[src/rtl/mult_div_if.sv]
// mult_div_if - handshake and operand/result bundle between the control
// unit (master) and the mult/div sequencer (slave).
interface mult_div_if;
  logic        mult_start;
  logic        div_start;
  logic [31:0] op_a;
  logic [31:0] op_b;
  logic        busy;
  logic        done;
  logic [31:0] hi;
  logic [31:0] lo;
  logic        div_zero;

  modport master (
    output mult_start, div_start, op_a, op_b,
    input  busy, done, hi, lo, div_zero
  );

  modport slave (
    input  mult_start, div_start, op_a, op_b,
    output busy, done, hi, lo, div_zero
  );
endinterface

[src/rtl/mult_div_ctrl.sv]
// mult_div_ctrl - 32-iteration signed multiply / restoring divide sequencer
// writing the MIPS HI/LO registers.
// Optional feature macro: MULTDIV_DIV0_EN - divide by zero skips the
// iteration phase and raises div_zero with done. Without it a divide by
// zero runs the full sequence and div_zero stays 0.
module mult_div_ctrl (
  input logic       clk,
  input logic       reset,
  mult_div_if.slave bus
);

  typedef enum logic [1:0] {IDLE, RUN, FIN} state_t;

  state_t      state_q;
  logic [4:0]  cnt_q;
  logic [63:0] acc_q;
  logic [31:0] opnd_q;
  logic        isDiv_q;
  logic        negRes_q;
  logic        negA_q;
  logic        busy_q;
  logic        done_q;
  logic        divZero_q;
  logic [31:0] hi_q;
  logic [31:0] lo_q;

  logic [31:0] magA;
  logic [31:0] magB;
  logic [32:0] addSum;
  logic [32:0] remShift;
  logic [32:0] remDiff;
  logic [63:0] accStep;
  logic [63:0] prodSgn;
  logic [31:0] quot;
  logic [31:0] rem;
  logic        divByZero;
  logic [31:0] hi_d;
  logic [31:0] lo_d;

  // Operand magnitudes, one iteration step and the sign-corrected results.
  // The accumulator is shared: for multiply it is {partial product, multiplier},
  // for divide it is {remainder, dividend/quotient} shifting left.
  always_comb begin
    magA      = bus.op_a[31] ? (~bus.op_a + 32'd1) : bus.op_a;
    magB      = bus.op_b[31] ? (~bus.op_b + 32'd1) : bus.op_b;
    addSum    = {1'b0, acc_q[63:32]} + (acc_q[0] ? {1'b0, opnd_q} : 33'd0);
    remShift  = {acc_q[63:32], acc_q[31]};
    remDiff   = remShift - {1'b0, opnd_q};
    accStep   = {addSum, acc_q[31:1]};
    if (isDiv_q) begin
      if (remDiff[32])
        accStep = {remShift[31:0], acc_q[30:0], 1'b0};
      else
        accStep = {remDiff[31:0], acc_q[30:0], 1'b1};
    end
    prodSgn   = negRes_q ? (~acc_q + 64'd1) : acc_q;
    quot      = acc_q[31:0];
    rem       = acc_q[63:32];
    divByZero = isDiv_q && (opnd_q == 32'd0);
    hi_d      = prodSgn[63:32];
    lo_d      = prodSgn[31:0];
    if (isDiv_q) begin
      // With a zero divisor every trial subtraction succeeds, so the
      // remainder half ends up holding |op_a|; re-signing it yields op_a.
      hi_d = negA_q ? (~rem + 32'd1) : rem;
      if (divByZero)
        lo_d = 32'hFFFF_FFFF;
      else
        lo_d = negRes_q ? (~quot + 32'd1) : quot;
    end
  end

  // Sequencer FSM with registered handshake and result outputs.
  always_ff @(posedge clk or negedge reset) begin
    if (!reset) begin
      state_q   <= IDLE;
      cnt_q     <= 5'd0;
      acc_q     <= 64'd0;
      opnd_q    <= 32'd0;
      isDiv_q   <= 1'b0;
      negRes_q  <= 1'b0;
      negA_q    <= 1'b0;
      busy_q    <= 1'b0;
      done_q    <= 1'b0;
      divZero_q <= 1'b0;
      hi_q      <= 32'd0;
      lo_q      <= 32'd0;
    end else begin
      done_q <= 1'b0;
      case (state_q)
        IDLE: begin
          if (bus.mult_start || bus.div_start) begin
            isDiv_q   <= !bus.mult_start;
            negRes_q  <= bus.op_a[31] ^ bus.op_b[31];
            negA_q    <= bus.op_a[31];
            cnt_q     <= 5'd0;
            busy_q    <= 1'b1;
            divZero_q <= 1'b0;
            state_q   <= RUN;
            if (bus.mult_start) begin
              opnd_q <= magA;
              acc_q  <= {32'd0, magB};
            end else begin
              opnd_q <= magB;
              acc_q  <= {32'd0, magA};
`ifdef MULTDIV_DIV0_EN
              if (bus.op_b == 32'd0) begin
                acc_q   <= {magA, 32'hFFFF_FFFF};
                state_q <= FIN;
              end
`endif
            end
          end
        end
        RUN: begin
          acc_q <= accStep;
          cnt_q <= cnt_q + 5'd1;
          if (cnt_q == 5'd31)
            state_q <= FIN;
        end
        FIN: begin
          hi_q    <= hi_d;
          lo_q    <= lo_d;
          done_q  <= 1'b1;
          busy_q  <= 1'b0;
          state_q <= IDLE;
`ifdef MULTDIV_DIV0_EN
          divZero_q <= divByZero;
`else
          divZero_q <= 1'b0;
`endif
        end
        default: state_q <= IDLE;
      endcase
    end
  end

  assign bus.busy     = busy_q;
  assign bus.done     = done_q;
  assign bus.hi       = hi_q;
  assign bus.lo       = lo_q;
  assign bus.div_zero = divZero_q;

endmodule

[src/flat_wrapper.sv]
// flat-port wrapper written by rule: the top's interface ports become plain ports
module mult_div_ctrl_flat 
  (clk, reset, bus_mult_start, bus_div_start, bus_op_a, bus_op_b, bus_busy, bus_done, bus_hi, bus_lo, bus_div_zero);
  mult_div_if bus_i ();
  input logic clk;
  input logic reset;
  input wire logic [$bits(bus_i.mult_start)-1:0] bus_mult_start;
  input wire logic [$bits(bus_i.div_start)-1:0] bus_div_start;
  input wire logic [$bits(bus_i.op_a)-1:0] bus_op_a;
  input wire logic [$bits(bus_i.op_b)-1:0] bus_op_b;
  output wire logic [$bits(bus_i.busy)-1:0] bus_busy;
  output wire logic [$bits(bus_i.done)-1:0] bus_done;
  output wire logic [$bits(bus_i.hi)-1:0] bus_hi;
  output wire logic [$bits(bus_i.lo)-1:0] bus_lo;
  output wire logic [$bits(bus_i.div_zero)-1:0] bus_div_zero;
  assign bus_i.mult_start = bus_mult_start;
  assign bus_i.div_start = bus_div_start;
  assign bus_i.op_a = bus_op_a;
  assign bus_i.op_b = bus_op_b;
  assign bus_busy = bus_i.busy;
  assign bus_done = bus_i.done;
  assign bus_hi = bus_i.hi;
  assign bus_lo = bus_i.lo;
  assign bus_div_zero = bus_i.div_zero;
  mult_div_ctrl u_core (.clk(clk), .reset(reset), .bus(bus_i));
endmodule
[config.mk]
export PLATFORM = sky130hd
export DESIGN_NAME = mult_div_ctrl_flat
export DESIGN_NICKNAME = d
export VERILOG_FILES = /design/src/rtl/mult_div_if.sv /design/src/rtl/mult_div_ctrl.sv /design/src/flat_wrapper.sv
export SDC_FILE = /design/constraint.sdc
export NUM_CORES = 1
export LEC_CHECK = 0
export BUFFER_PORTS_ARGS = -buffer_cell sky130_fd_sc_hd__clkbuf_2
export CAP_MARGIN = 20
export CORE_UTILIZATION = 50
export DETAILED_ROUTE_END_ITERATION = 8
export PLACE_DENSITY_LB_ADDON = 0.3
export SLEW_MARGIN = 20
export SYNTH_ARGS = -nofsm -noshare
export SYNTH_HDL_FRONTEND = slang
export SYNTH_SLANG_ARGS = --single-unit
[constraint.sdc]
create_clock -name clk -period 4.2 [get_ports clk]
set_input_delay 0.42 -clock clk [delete_from_list [all_inputs] [get_ports clk]]
set_output_delay 0.42 -clock clk [all_outputs]
set_load 0.05 [all_outputs]
Yosys cells after proc, flatten, opt, wreduce, memory -nomap -nowiden
Index checks and enable logic that the tools add are counted.

Input bits: 68. Bits in registers: 173.

Bitwise operators: 6. Reductions and logical operators: 11. $add $sub $neg: 8. Multiplexer cells: 25. Equal/unequal tests: 5.

Operators with widths (count): 32-bit 2-to-1 mux (10); 64-bit 2-to-1 mux (4); 32-bit by 1-bit adder with 32-bit output (second input constant) (4); 32-bit NOT (4); 64-bit case mux with 2 select lines (1); 64-bit by 1-bit adder with 64-bit output (second input constant) (1); 64-bit NOT (1); 32-bit by 33-bit adder with 33-bit output (1); 33-bit by 32-bit subtractor with 33-bit output (1); 32-bit logical NOT (1); 5-bit case mux with 2 select lines (1); 2-bit AND reduction (4); 5-bit by 1-bit adder with 5-bit output (second input constant) (1); 5-bit equality test (second input constant) (1); 5-bit 2-to-1 mux (1); 2-bit 2-to-1 mux (2); 2-bit by 1-bit inequality test with 1-bit output (second input constant) (2); 1-bit case mux with 2 select lines (2); 2-bit case mux with 2 select lines (1); 2-bit nonzero test (2); 1-bit 2-to-1 mux (3); 2-bit by 1-bit equality test with 1-bit output (second input constant) (1); 2-bit equality test (second input constant) (1); 2-bit logical NOT (1); 4 further kinds (4).

Longest topological paths before layout
Gate-level depths: netlist of the first run.

Depth after elaboration: 6. Depth in mapped cells: 14. Gate-level depth less buffers: 13.

Worst setup path after synthesis of the first run
No wires, ideal clock.

Kind: reg2reg. From: reg u_core.acc_q[0]. To: reg u_core.acc_q[51]. Data required time: 4.074 ns. Arrival time: 3.107 ns. Clock period less this slack: 3.233 ns. Stages on the path, launching flop included: 13. Library setup time: 0.126 ns. Setup slack: 0.967 ns. Cells stage by stage: dfrtp_1 -> inv_1 -> buf_1 -> nor2_1 -> ha_1 -> a2111oi_0 -> a21oi_1 -> o21ai_0 -> a21boi_0 -> o21a_1 -> or3_1 -> a32o_1 -> a311o_1.

Word-level cells in the longest chain between the ends: 4.

RTL lines: start, declared (line mult_div_ctrl.sv:16) `logic [63:0] acc_q;`; start signal, assigned (line mult_div_ctrl.sv:102) `acc_q <= {32'd0, magB};`; start signal, assigned (line mult_div_ctrl.sv:105) `acc_q <= {32'd0, magA};`; start signal, assigned (line mult_div_ctrl.sv:116) `acc_q <= accStep;`; 32-bit 2-to-1 mux (line mult_div_ctrl.sv:46) `addSum = {1'b0, acc_q[63:32]} + (acc_q[0] ? {1'b0, opnd_q} : 33'd0);`; 32-bit by 33-bit adder with 33-bit output (line mult_div_ctrl.sv:46); 64-bit 2-to-1 mux (line mult_div_ctrl.sv:50) `if (isDiv_q) begin`; 64-bit case mux with 2 select lines (line mult_div_ctrl.sv:90) `case (state_q)`.

Every way passes these cells. A chain may end at the register's enable or synchronous reset.

Final worst setup path of the first run
From: reg u_core.acc_q[0]. To: reg u_core.acc_q[63].

The elaborated chain is that of the path after synthesis.

==> run metrics, run 1 <==
Via density 6.23; async set-reset flop share out of synthesis 100%; Max rail drop VDD 0.345 mV; DP Worst Slack 0.528 ns; TritonCTS Buffers 17; Final Max Tran Viols 0; max incr delay on CP 0.67 ns; largest family of logic cells by synthesized area compound AO/OA/AOI/OAI gates; dominant synthesized flop cell dfrtp_1; GRT overflow 0; I/O pin total between 100 and 150; DR iter-0 viols 1438; post-DP HPWL 34800 um; Max-slew headroom 33.3%; Nets 2071; placer congestion estimate 0.953; synth warn 0; drt total wl between 40000 and 50000 um; vias in the first global route 13276; port bufs 133; Post-Synth XOR/XNOR Area 10.3%; CP Max Fanout 13; CP Cell Sequence inv_1 > buf_4 > nor2_1 > ha_1 > a2111oi_0 > a21oi_1 > o2111ai_1 > nand2_1 > a311oi_1 > o211ai_1 > a22oi_1 > o211ai_1; Pwr Density 829 mW/mm^2; final worst setup slack 0.478 ns; total nets after synthesis about 2000; Simple-Gate Fraction of Synth Area 20.0%; syn_area_per_cell 7.84 um^2; Placement Rows 61; die area 0.0297 mm^2; # setup viols final 0; fillers 2659; post-layout min period 3.72 ns; hold_buf cts 0; Netlist Area Pre-Place 0.0145 mm^2; #FFs+latches synth 172; Root Buffer clkbuf_16; Unique masters post-synth 73; Final ANT Viol Nets 0; antenna cells 0; share of layout cells above drive strength 1 12.8%; CTS tree done; first-pass GRT wire length 72100 um; routed via count 14470; area share of fa/ha/maj cells after synthesis 6.32%; startpoint types flop; largest net degree at the start of global routing 97; TNS Setup 0 ns; final hold slack 0.0134 ns; Leak just over 7 nW; status complete, no violations; Bufs and invs on worst path 2; Die W about 170 um; Clk pin slew, worst setup/hold paths around 0.080 ns; clock sink count 172; Hold Crit Class in -> async; kind of end point of the critical path flop; Top Family by Delay on Critical Path compound AO/OA/AOI/OAI gates; DRC errors left 0; sequential fraction of the synthesis area 29.7%; kind of critical path reg -> reg; Die Y-Extent 172 um; Clock Latency Late Sink 0.44 ns; Longest Clk Path Bufs 2; Synth Area in Compound Gates 24.7%; Final Skew about 0.018 ns; EDFF count, synth 0; CP max-delay cell a311oi_1; H-tree Lvls 4; unrepaired setup endpoints after global routing no; Post-CTS Setup Inserts 0; gr usage total 31.3%; Starting Density 51.5%; TritonRoute pass-1 iters 6; cell count after synthesis 1848; Placeable Area 0.0282 mm^2; crit path DAT between 4 and 5 ns; worst slew pin tran slightly below 1 ns; initial antenna violation count 0; mux contribution to synthesized area 4.57%; FMAX ~0.27 GHz; max cap viols 0; post_cts resized 0; Worst EP required about 4.5 ns; cell mode on critical path o211ai_1; Final Hold Fails 0; wire per inst 19.9 um; area grow syn2layout 11.8%; post-route clock period utilization 88.6%
==> layout by cell type (no fill, tap or decap), types with 8 or more instances in the layout <==
| master | count |
|---|---|
| nor4_1 | 29 |
| o211ai_1 | 16 |
| a31oi_1 | 24 |
| a211oi_1 | 18 |
| xnor2_1 | 81 |
| inv_1 | 51 |
| or3_1 | 16 |
| a21o_1 | 28 |
| nand4_1 | 11 |
| o31ai_1 | 27 |
| or4_1 | 20 |
| mux2_2 | 10 |
| ha_1 | 70 |
| a22o_1 | 8 |
| nand3_1 | 36 |
| xor2_1 | 90 |
| a22oi_1 | 22 |
| nor3_1 | 36 |
| clkbuf_2 | 131 |
| clkbuf_16 | 17 |
| o21ai_0 | 191 |
| nor2b_1 | 14 |
| o41ai_1 | 14 |
| nand2b_1 | 17 |
| nand2_1 | 218 |
| o21a_1 | 11 |
| dfrtp_1 | 171 |
| a21oi_1 | 158 |
| mux2i_1 | 55 |
| and3_1 | 10 |
| nor2_1 | 167 |
| buf_4 | 41 |
| or2_2 | 11 |
==> flip-flops by register name, indices dropped and copies added (netlist names) <==
register         cells
u_core.acc_q        64
u_core.bus.busy      1
u_core.bus.done      1
u_core.bus.hi       32
u_core.bus.lo       32
u_core.cnt_q         5
u_core.isDiv_q       1
u_core.negA_q        1
u_core.negRes_q      1
u_core.opnd_q       32
u_core.state_q       2
==> Yosys cell counts, types with 5 or more instances <==
cell | count | area [um^2]
o211ai_1 | 16 | 120
mux2_2 | 10 | 113
nand4_1 | 11 | 68.8
o41ai_1 | 14 | 123
a21oi_1 | 159 | 796
nor2_1 | 167 | 627
nand2b_1 | 19 | 119
a31oi_1 | 24 | 150
nand2_1 | 219 | 822
a21o_1 | 28 | 210
o221ai_1 | 6 | 52.6
nor2b_1 | 14 | 87.6
o21a_1 | 11 | 82.6
a22o_1 | 8 | 70.1
or4_1 | 20 | 150
or3_1 | 16 | 100
a211oi_1 | 18 | 135
dfrtp_1 | 172 | 4300
or2_2 | 11 | 68.8
o2111ai_1 | 5 | 43.8
and2_1 | 5 | 31.3
nor3_1 | 36 | 180
buf_1 | 10 | 37.5
and3_1 | 10 | 62.6
nor4_1 | 29 | 181
xor2_1 | 90 | 788
a22oi_1 | 22 | 165
nand3_1 | 37 | 185
o22a_1 | 7 | 61.3
a21boi_0 | 5 | 37.5
mux2i_1 | 55 | 551
o21ai_0 | 191 | 956
inv_1 | 51 | 191
ha_1 | 70 | 876
o31ai_1 | 27 | 203
o21bai_1 | 5 | 37.5
clkbuf_1 | 98 | 368
xnor2_1 | 81 | 709
==> cell type report <==
type                            instances  area (um^2)  share of cell area (%)
Multi-Input combinational cell       1510         9580                    59.1
Sequential cell                       172         4310                    26.6
Timing Repair Buffer                  177         1040                    6.42
Tap cell                              378          473                    2.92
Clock buffer                           17          425                    2.63
Inverter                               53          199                    1.23
Clock inverter                         15          184                    1.14
==> worst paths after layout <==
kind                                         from                end  slack (ns)  cells after the start
worst min register to register  u_core.bus.hi[16]  u_core.bus.hi[16]        0.48                      2
worst max register to register    u_core.acc_q[0]   u_core.acc_q[63]        0.48                     12
max in group asynchronous                   reset   u_core.acc_q[17]        3.32                      2
worst max-delay path              u_core.acc_q[0]   u_core.acc_q[63]        0.48                     12
worst min-delay path                        reset  u_core.bus.hi[18]        0.01                      1
min in group clk                      bus_op_b[0]   u_core.opnd_q[0]        0.39                      3
==> metrics by stage <==
step           instances  cell area [um^2]  power, mW  util [%]
3_3_place_gp        2290             15600       11.5      55.4
6_report            2322             16200       13.4      57.5
5_1_grt             2322             16200       14.5      57.5
3_5_place_dp        2290             15600       11.6      55.4
4_1_cts             2322             16200       13.3      57.5
2_1_floorplan       1848             14500       9.24         -
==> report_power, final <==
group | internal [mW] | total [mW] | switching, mW
registers | 2.22 | 3.12 | 0.905
logic | 3.48 | 8.65 | 5.17
clock network | 0.815 | 1.66 | 0.842
total | 6.51 | 13.4 | 6.92
==> worst register-to-register path, cell delays in order (launching register included) <==
cell,delay (ns)
dfrtp_1,0.43
inv_1,0.20
buf_4,0.25
nor2_1,0.09
ha_1,0.22
a2111oi_0,0.54
a21oi_1,0.23
o2111ai_1,0.27
nand2_1,0.16
a311oi_1,0.67
o211ai_1,0.18
a22oi_1,0.24
o211ai_1,0.13
==> kinds of logic after synthesis <==
family / after synthesis
AO/OA/AOI/OAI: 584
other: 1
multiplexers: 65
XOR/XNOR: 171
buffers and inverters: 166
adder cells (fa/ha/maj): 72
AND/OR/NAND/NOR: 617
flip-flops: 172
==> layer usage <==
layer / GRT usage [%] / wire length (um) / vias up
met5: 0 / 0 / -
met4: 10.1 / 1260 / 0
met3: 3.55 / 3270 / 92
met2: 49.7 / 21100 / 626
met1: 44.1 / 20700 / 6910
li1: - / - / 6842
Power figures use the tool's default switching activity.
==> inputs of run 2 (changes only) <==
Settings changed: ABC_CLOCK_PERIOD_IN_PS set to 4200, PLACE_DENSITY set to 0.72, PLACE_DENSITY_LB_ADDON 0.3 to not set.
==> run 2 against run 1 <==
First-iteration DRC count is 2.9% lower. Final area grew 0.32%. Final cell count up 0.22%. Maximum frequency shrank 4.8%. Power is 1.5% higher. Combinational power grew 2%. Count of clock-buffer cells in the layout unchanged. Clock power rose by 4%. Sequential power hardly changed.
==> run metrics, run 2 (same netlist as run 1, synthesis figures left out) <==
Final Skew 0.0197 ns (+0.00211 ns); Hold Crit Class in -> reg; # setup viols final 0 (unchanged); Via density 6.31 (+1.2%); crit path DAT 4.30 ns (+0.27 ns); Seq. cell area 0.00431 mm^2 (unchanged); largest net degree at the start of global routing 97 (unchanged); register with the most flip-flops u_core.acc_q; Die W 172 um (unchanged); Max rail drop VDD 0.399 mV (+16%); GRT overflow 0 (unchanged); post-route clock period utilization 93.1% (+4.5 points); Root Buffer clkbuf_16; leading cell type in the layout, fill and taps excluded nand2_1; total power 13.6 mW (+1.5%); Clock Latency Late Sink 0.46 ns (+0.02 ns); unrepaired setup endpoints after global routing no; FMAX 0.256 GHz (-4.8%); Clk pin slew, worst setup/hold paths 0.08 ns (about the same); placer congestion estimate 0.995 (+4.4%); first-pass GRT wire length 72600 um (+0.60%); Longest Clk Path Bufs 2 (unchanged); H-tree Lvls 4 (unchanged); TNS Setup 0 ns (unchanged); fillers 2577 (-3.1%); Final Max Tran Viols 0 (unchanged); Nets 2076 (+0.24%); max cap viols 0 (unchanged); kind of critical path reg -> reg; share of layout cells above drive strength 1 13.0% (+0.17 points); final worst setup slack 0.288 ns (-0.189 ns); Die Y-Extent 172 um (unchanged); die area 0.0297 mm^2 (unchanged); vias in the first global route 13294 (+0.14%); status complete, no violations; Placeable Area 0.0282 mm^2 (unchanged); Worst EP required 4.59 ns (+0.08 ns); DRC errors left 0 (unchanged); antenna cells 0 (unchanged); Final ANT Viol Nets 0 (unchanged); Max-slew headroom 32.3% (-1.1 points); kind of end point of the critical path flop; final hold slack 0.413 ns (+0.399 ns); routed via count 14674 (+1.4%); Leak 7.22 nW (+0.43%); wire per inst 20.2 um (+1.1%); I/O pin total 135 (unchanged); gr usage total 31.7% (+0.39 points); max FFs per register 64 (unchanged); TritonCTS Buffers 17 (unchanged); DR iter-0 viols 1396 (-2.9%); Final Hold Fails 0 (unchanged); Multi-input gate area 0.00958 mm^2 (unchanged); post_cts resized 0 (unchanged); drt total wl 46900 um (+1.4%); worst slew pin tran 1.01 ns (+0.0191 ns); Starting Density 51.5% (unchanged); CTS tree done; TritonRoute pass-1 iters 8 (+2); initial antenna violation count 0 (unchanged); Util after Layout 57.7% (+0.18 points); post-layout min period 3.91 ns (+0.189 ns); DP Worst Slack 0.423 ns (-0.104 ns); most frequent cells in the layout nand2_1, o21ai_0, dfrtp_1, nor2_1, a21oi_1; area grow syn2layout 12.1%; Placement Rows 61 (unchanged); Pwr Density 839 mW/mm^2 (+1.2%); CP Max Fanout 12 (-1); startpoint types flop; post-DP HPWL 35300 um (+1.4%); port bufs 133 (unchanged); clock sink count 172 (unchanged)
-- run 2: critical path, stage by stage (launching register included) --
cell and delay, ns:
dfrtp_1 0.52, ha_1 0.41, nand2_1 0.10, or4b_2 0.63
a31oi_1 0.41, o21ai_0 0.26, a21oi_1 0.27, nand3b_1 0.17
nand3_2 0.26, buf_4 0.31, nor4_1 0.34, a311o_1 0.16
-- run 2: worst paths after layout --
check / startpoint / to / cells past startpoint / slack (ns)
max in group asynchronous: reset / u_core.acc_q[18] / 3 / 2.74
max: u_core.acc_q[41] / u_core.acc_q[51] / 11 / 0.29
max reg2reg: u_core.acc_q[41] / u_core.acc_q[51] / 11 / 0.29
min: bus_op_b[21] / u_core.opnd_q[21] / 4 / 0.41
min in group asynchronous: reset / u_core.bus.hi[16] / 2 / 0.55
min reg2reg: u_core.bus.hi[12] / u_core.bus.hi[12] / 2 / 0.48
-- run 2: layout make-up --
| class | count | share of cell area (%) |
|---|---|---|
| Multi-Input combinational cell | 1510 | 58.9 |
| Sequential cell | 172 | 26.5 |
| Timing Repair Buffer | 182 | 6.57 |
| Tap cell | 378 | 2.91 |
| Clock buffer | 17 | 2.62 |
| Clock inverter | 15 | 1.28 |
| Inverter | 53 | 1.22 |
-- run 2: repair_timing --
item | 4_1_cts | 5_1_grt
hold buffers | 1 | 0
endpoints found under the hold margin | 16 | 0
buffers inserted | 0 | 0
endpoints found under the setup margin | 0 | 0
-- run 2: per-stage QoR --
step	cells	area, um^2
5_1_grt	2327	16300
2_1_floorplan	1848	14500
3_3_place_gp	2294	15600
3_5_place_dp	2294	15600
6_report	2327	16300
4_1_cts	2327	16300
-- run 2: where the power goes --
| part | leakage [nW] | switching (mW) | internal, mW |
|---|---|---|---|
| Clock | 0.307 | 0.856 | 0.873 |
| Sequential | 2.08 | 0.882 | 2.22 |
| Combinational | 4.84 | 5.29 | 3.51 |
-- run 2: routing by layer --
metal  GRT usage (%)  wire (um)  up-vias
met1            44.4      20800     6995
met3            5.01       3600      123
met4            12.4       1790        0
met5               0          0        -
li1                -          -     6866
met2            48.5      20800      690
==> inputs of run 3 (changes only) <==
Settings changed: ABC_AREA set to 1, PLACE_DENSITY 0.72 to 0.71.
==> run 3 against run 2 <==
Worst hold slack lost 0.35 ns. Critical path depth up 8. Final area rose by 16%. Clock skew fell by 0.0029 ns. Critical path type unchanged. Largest cell class unchanged.
==> run metrics, run 3 <==
Post-CTS Setup Inserts 0 (unchanged); area grow syn2layout 9.48%; Final Skew 0.0168 ns (-0.00292 ns); Final Max Tran Viols 0 (unchanged); final worst setup slack 0.751 ns (+0.462 ns); Leak 10.3 nW (+42%); DRC errors left 0 (unchanged); share of layout cells above drive strength 1 8.15% (-4.8 points); part of the power in the clock network 9.4% (-3.3 points); sequential share of power 18.8% (-3.9 points); CP Cell Sequence inv_1 > ha_1 > fa_1 > inv_1 > nand2_1 > nand2_1 > nand3_1 > nand2_1 > nand2_1 > nand2_1 > nand2_2 > nand2_2 > nand2_1 > nand2_2 > nand2_1 > nand2_1 > nand2_1 > nand3_1 > nand2_1; post-route clock period utilization 82.1% (-11 points); dominant synthesized flop cell dfrtp_1; Yosys top cell by area dfrtp_1; cell mode on critical path nand2_1; Hold Crit Class in -> async; TritonRoute pass-1 iters 6 (-2); gr usage total 39.6% (+7.9 points); #FFs+latches synth 172 (unchanged); fillers 3505 (+36%); Netlist Area Pre-Place 0.0173 mm^2 (+19%); top cell type's share of synthesized area 24.9% (-4.8 points); async set-reset flop share out of synthesis 100% (unchanged); TNS Setup 0 ns (unchanged); DR iter-0 viols 2392 (+71%); routed via count 20293 (+38%); post-route cell area 0.0189 mm^2 (+16%); syn_area_per_cell 5.89 um^2 (-25%); Net Sw Power 10.6 mW (+51%); final hold slack 0.0611 ns (-0.352 ns); cell-internal power 6.96 mW (+5.3%); Starting Density 51.1% (-0.34 points); combinational power share 71.8% (+7.2 points); startpoint types flop; Unique masters post-synth 51 (-30%); H-tree Lvls 4 (unchanged); drt total wl 69500 um (+48%); sequential fraction of the synthesis area 24.9% (-4.8 points); CP Max Fanout 30 (+18); Top Family by Delay on Critical Path simple AND/OR/NAND/NOR gates; top-count cell post-synth nand2_1; EDFF count, synth 0 (unchanged); CTS tree done; Placement Rows 67 (+9.8%); max incr delay on CP 0.59 ns (-0.04 ns); largest net degree at the start of global routing 96 (-1.0%); die area 0.0353 mm^2 (+19%); register with the most flip-flops u_core.acc_q; most area-consuming cells after synthesis dfrtp_1, nand2_1, nand3_1, inv_1, nor2_1; TritonCTS Buffers 17 (unchanged); Placeable Area 0.0338 mm^2 (+20%); Placement Cell Area 0.0183 mm^2 (+17%); DP Worst Slack 0.932 ns (+0.509 ns); post-layout min period 3.45 ns (-0.462 ns); status complete, no violations; crit path DAT 3.80 ns (-0.50 ns); Die Y-Extent 188 um (+9.1%); Longest Clk Path Bufs 2 (unchanged); Pwr Density 929 mW/mm^2 (+11%); met2 wire length 31500 um (+51%); top post-synthesis cells by count nand2_1, inv_1, nand3_1, nor2_1, dfrtp_1; placer congestion estimate 1.02 (+3.0%); cell count after synthesis 2933 (+59%); Final ANT Viol Nets 0 (unchanged); Clock Latency Late Sink 0.47 ns (about the same); Bufs and invs on worst path 2 (+1); # setup viols final 0 (unchanged); synth warn 0 (unchanged); kind of critical path reg -> reg; Final Hold Fails 0 (unchanged); met3 routed WL 6040 um (+68%); Nets 3156 (+52%); vias in the first global route 19043 (+43%); Max rail drop VDD 0.453 mV (+14%); Die W 188 um (+9.1%); Worst EP required 4.55 ns (-0.04 ns); total nets after synthesis 3073 (+55%); Max-slew headroom 27.1% (-5.1 points); max cap viols 0 (unchanged); Reg2Reg Capture Point u_core.acc_q[59]; initial antenna violation count 1 (+1); I/O pin total 135 (unchanged); switching share of power 60.4% (+8.8 points); post_cts resized 0 (unchanged); FMAX 0.290 GHz (+13%); leading cell type in the layout, fill and taps excluded nand2_1; WL met1 28200 um (+36%); hold_buf cts 0 (-1); Via density 5.83 (-7.5%); worst slew pin tran 1.09 ns (+0.0832 ns); reg2reg setup slack 0.75 ns (+0.46 ns); Clk pin slew, worst setup/hold paths 0.08 ns (about the same); post-DP HPWL 55100 um (+56%); Root Buffer clkbuf_16; wire per inst 20.0 um (-0.87%); kind of end point of the critical path flop; most frequent cells in the layout nand2_1, inv_1, nand3_1, nor2_1, dfrtp_1; max FFs per register 64 (unchanged); unrepaired setup endpoints after global routing no; clock sink count 172 (unchanged); Top Metal Used met4; Util after Layout 56.0% (-1.7 points); r2r worst-path depth 19 (+8); Reg-to-Reg Start u_core.acc_q[31]; first-pass GRT wire length 108000 um (+48%); GRT overflow 0 (unchanged); port bufs 133 (unchanged); CP max-delay cell nand2_2
-- run 3: cell count changes in the layout (fill, tap and decap cells not counted), sizes merged, moves of 42 or more --
cell   before  now
nand3      37  337
nor2      167  297
nand2     219  928
mux2i      55    0
inv        58  436
xor2       90   48
xnor2      81   23
-- run 3: cell families after synthesis --
family	share of synthesized area (%)
XOR/XNOR	3.60
other	0.0217
buffers and inverters	11.8
adder cells (fa/ha/maj)	5.30
AO/OA/AOI/OAI	13.5
AND/OR/NAND/NOR	40.8
flip-flops	24.9
-- run 3: power by group through the flow --
stage                     Combinational (mW)  Clock (mW)  Sequential, mW
after floorplan                         8.51           0            3.21
after global placement                  12.1           0            3.26
after detailed placement                12.3           0            3.28
after CTS                               12.3        1.65            3.25
after global routing                    13.9        1.71            3.33
final                                   12.6        1.65            3.30
-- run 3: how the worst max path moves through the flow --
stage | start | to | slack (ns) | cells after the start
2_1_floorplan | u_core.acc_q[0] | u_core.acc_q[49] | 1.69 | 21
5_1_grt | u_core.acc_q[31] | u_core.acc_q[59] | 0.60 | 19
6_report | u_core.acc_q[31] | u_core.acc_q[59] | 0.75 | 19
4_1_cts | u_core.acc_q[31] | u_core.acc_q[59] | 0.90 | 19
3_5_place_dp | u_core.acc_q[31] | u_core.acc_q[59] | 0.93 | 19
3_3_place_gp | u_core.acc_q[31] | u_core.acc_q[59] | 1.04 | 19
-- run 3: cell type report --
cell class | instances | area (um^2) | share of cell area [%]
multi-input combinational | 2234 | 10900 | 57.9
sequential | 172 | 4310 | 22.8
inverter | 432 | 1620 | 8.58
timing repair buffer | 159 | 880 | 4.65
tap | 448 | 561 | 2.96
clock buffer | 17 | 425 | 2.25
clock inverter | 15 | 174 | 0.920
antenna | 1 | 2.50 | 0.0132
-- run 3: stage by stage --
step	std cells	total power, mW
after floorplan	2933	11.7
after global placement	3445	15.4
after detailed placement	3445	15.6
after CTS	3477	17.2
after global routing	3477	19.0
final	3478	17.6
-- run 3: per-layer routing --
layer	vias to the layer above	track usage (%)
met4	0	20.5
met1	9403	51.2
met3	190	6.44
met2	1120	63.6
li1	9580	-
met5	-	0
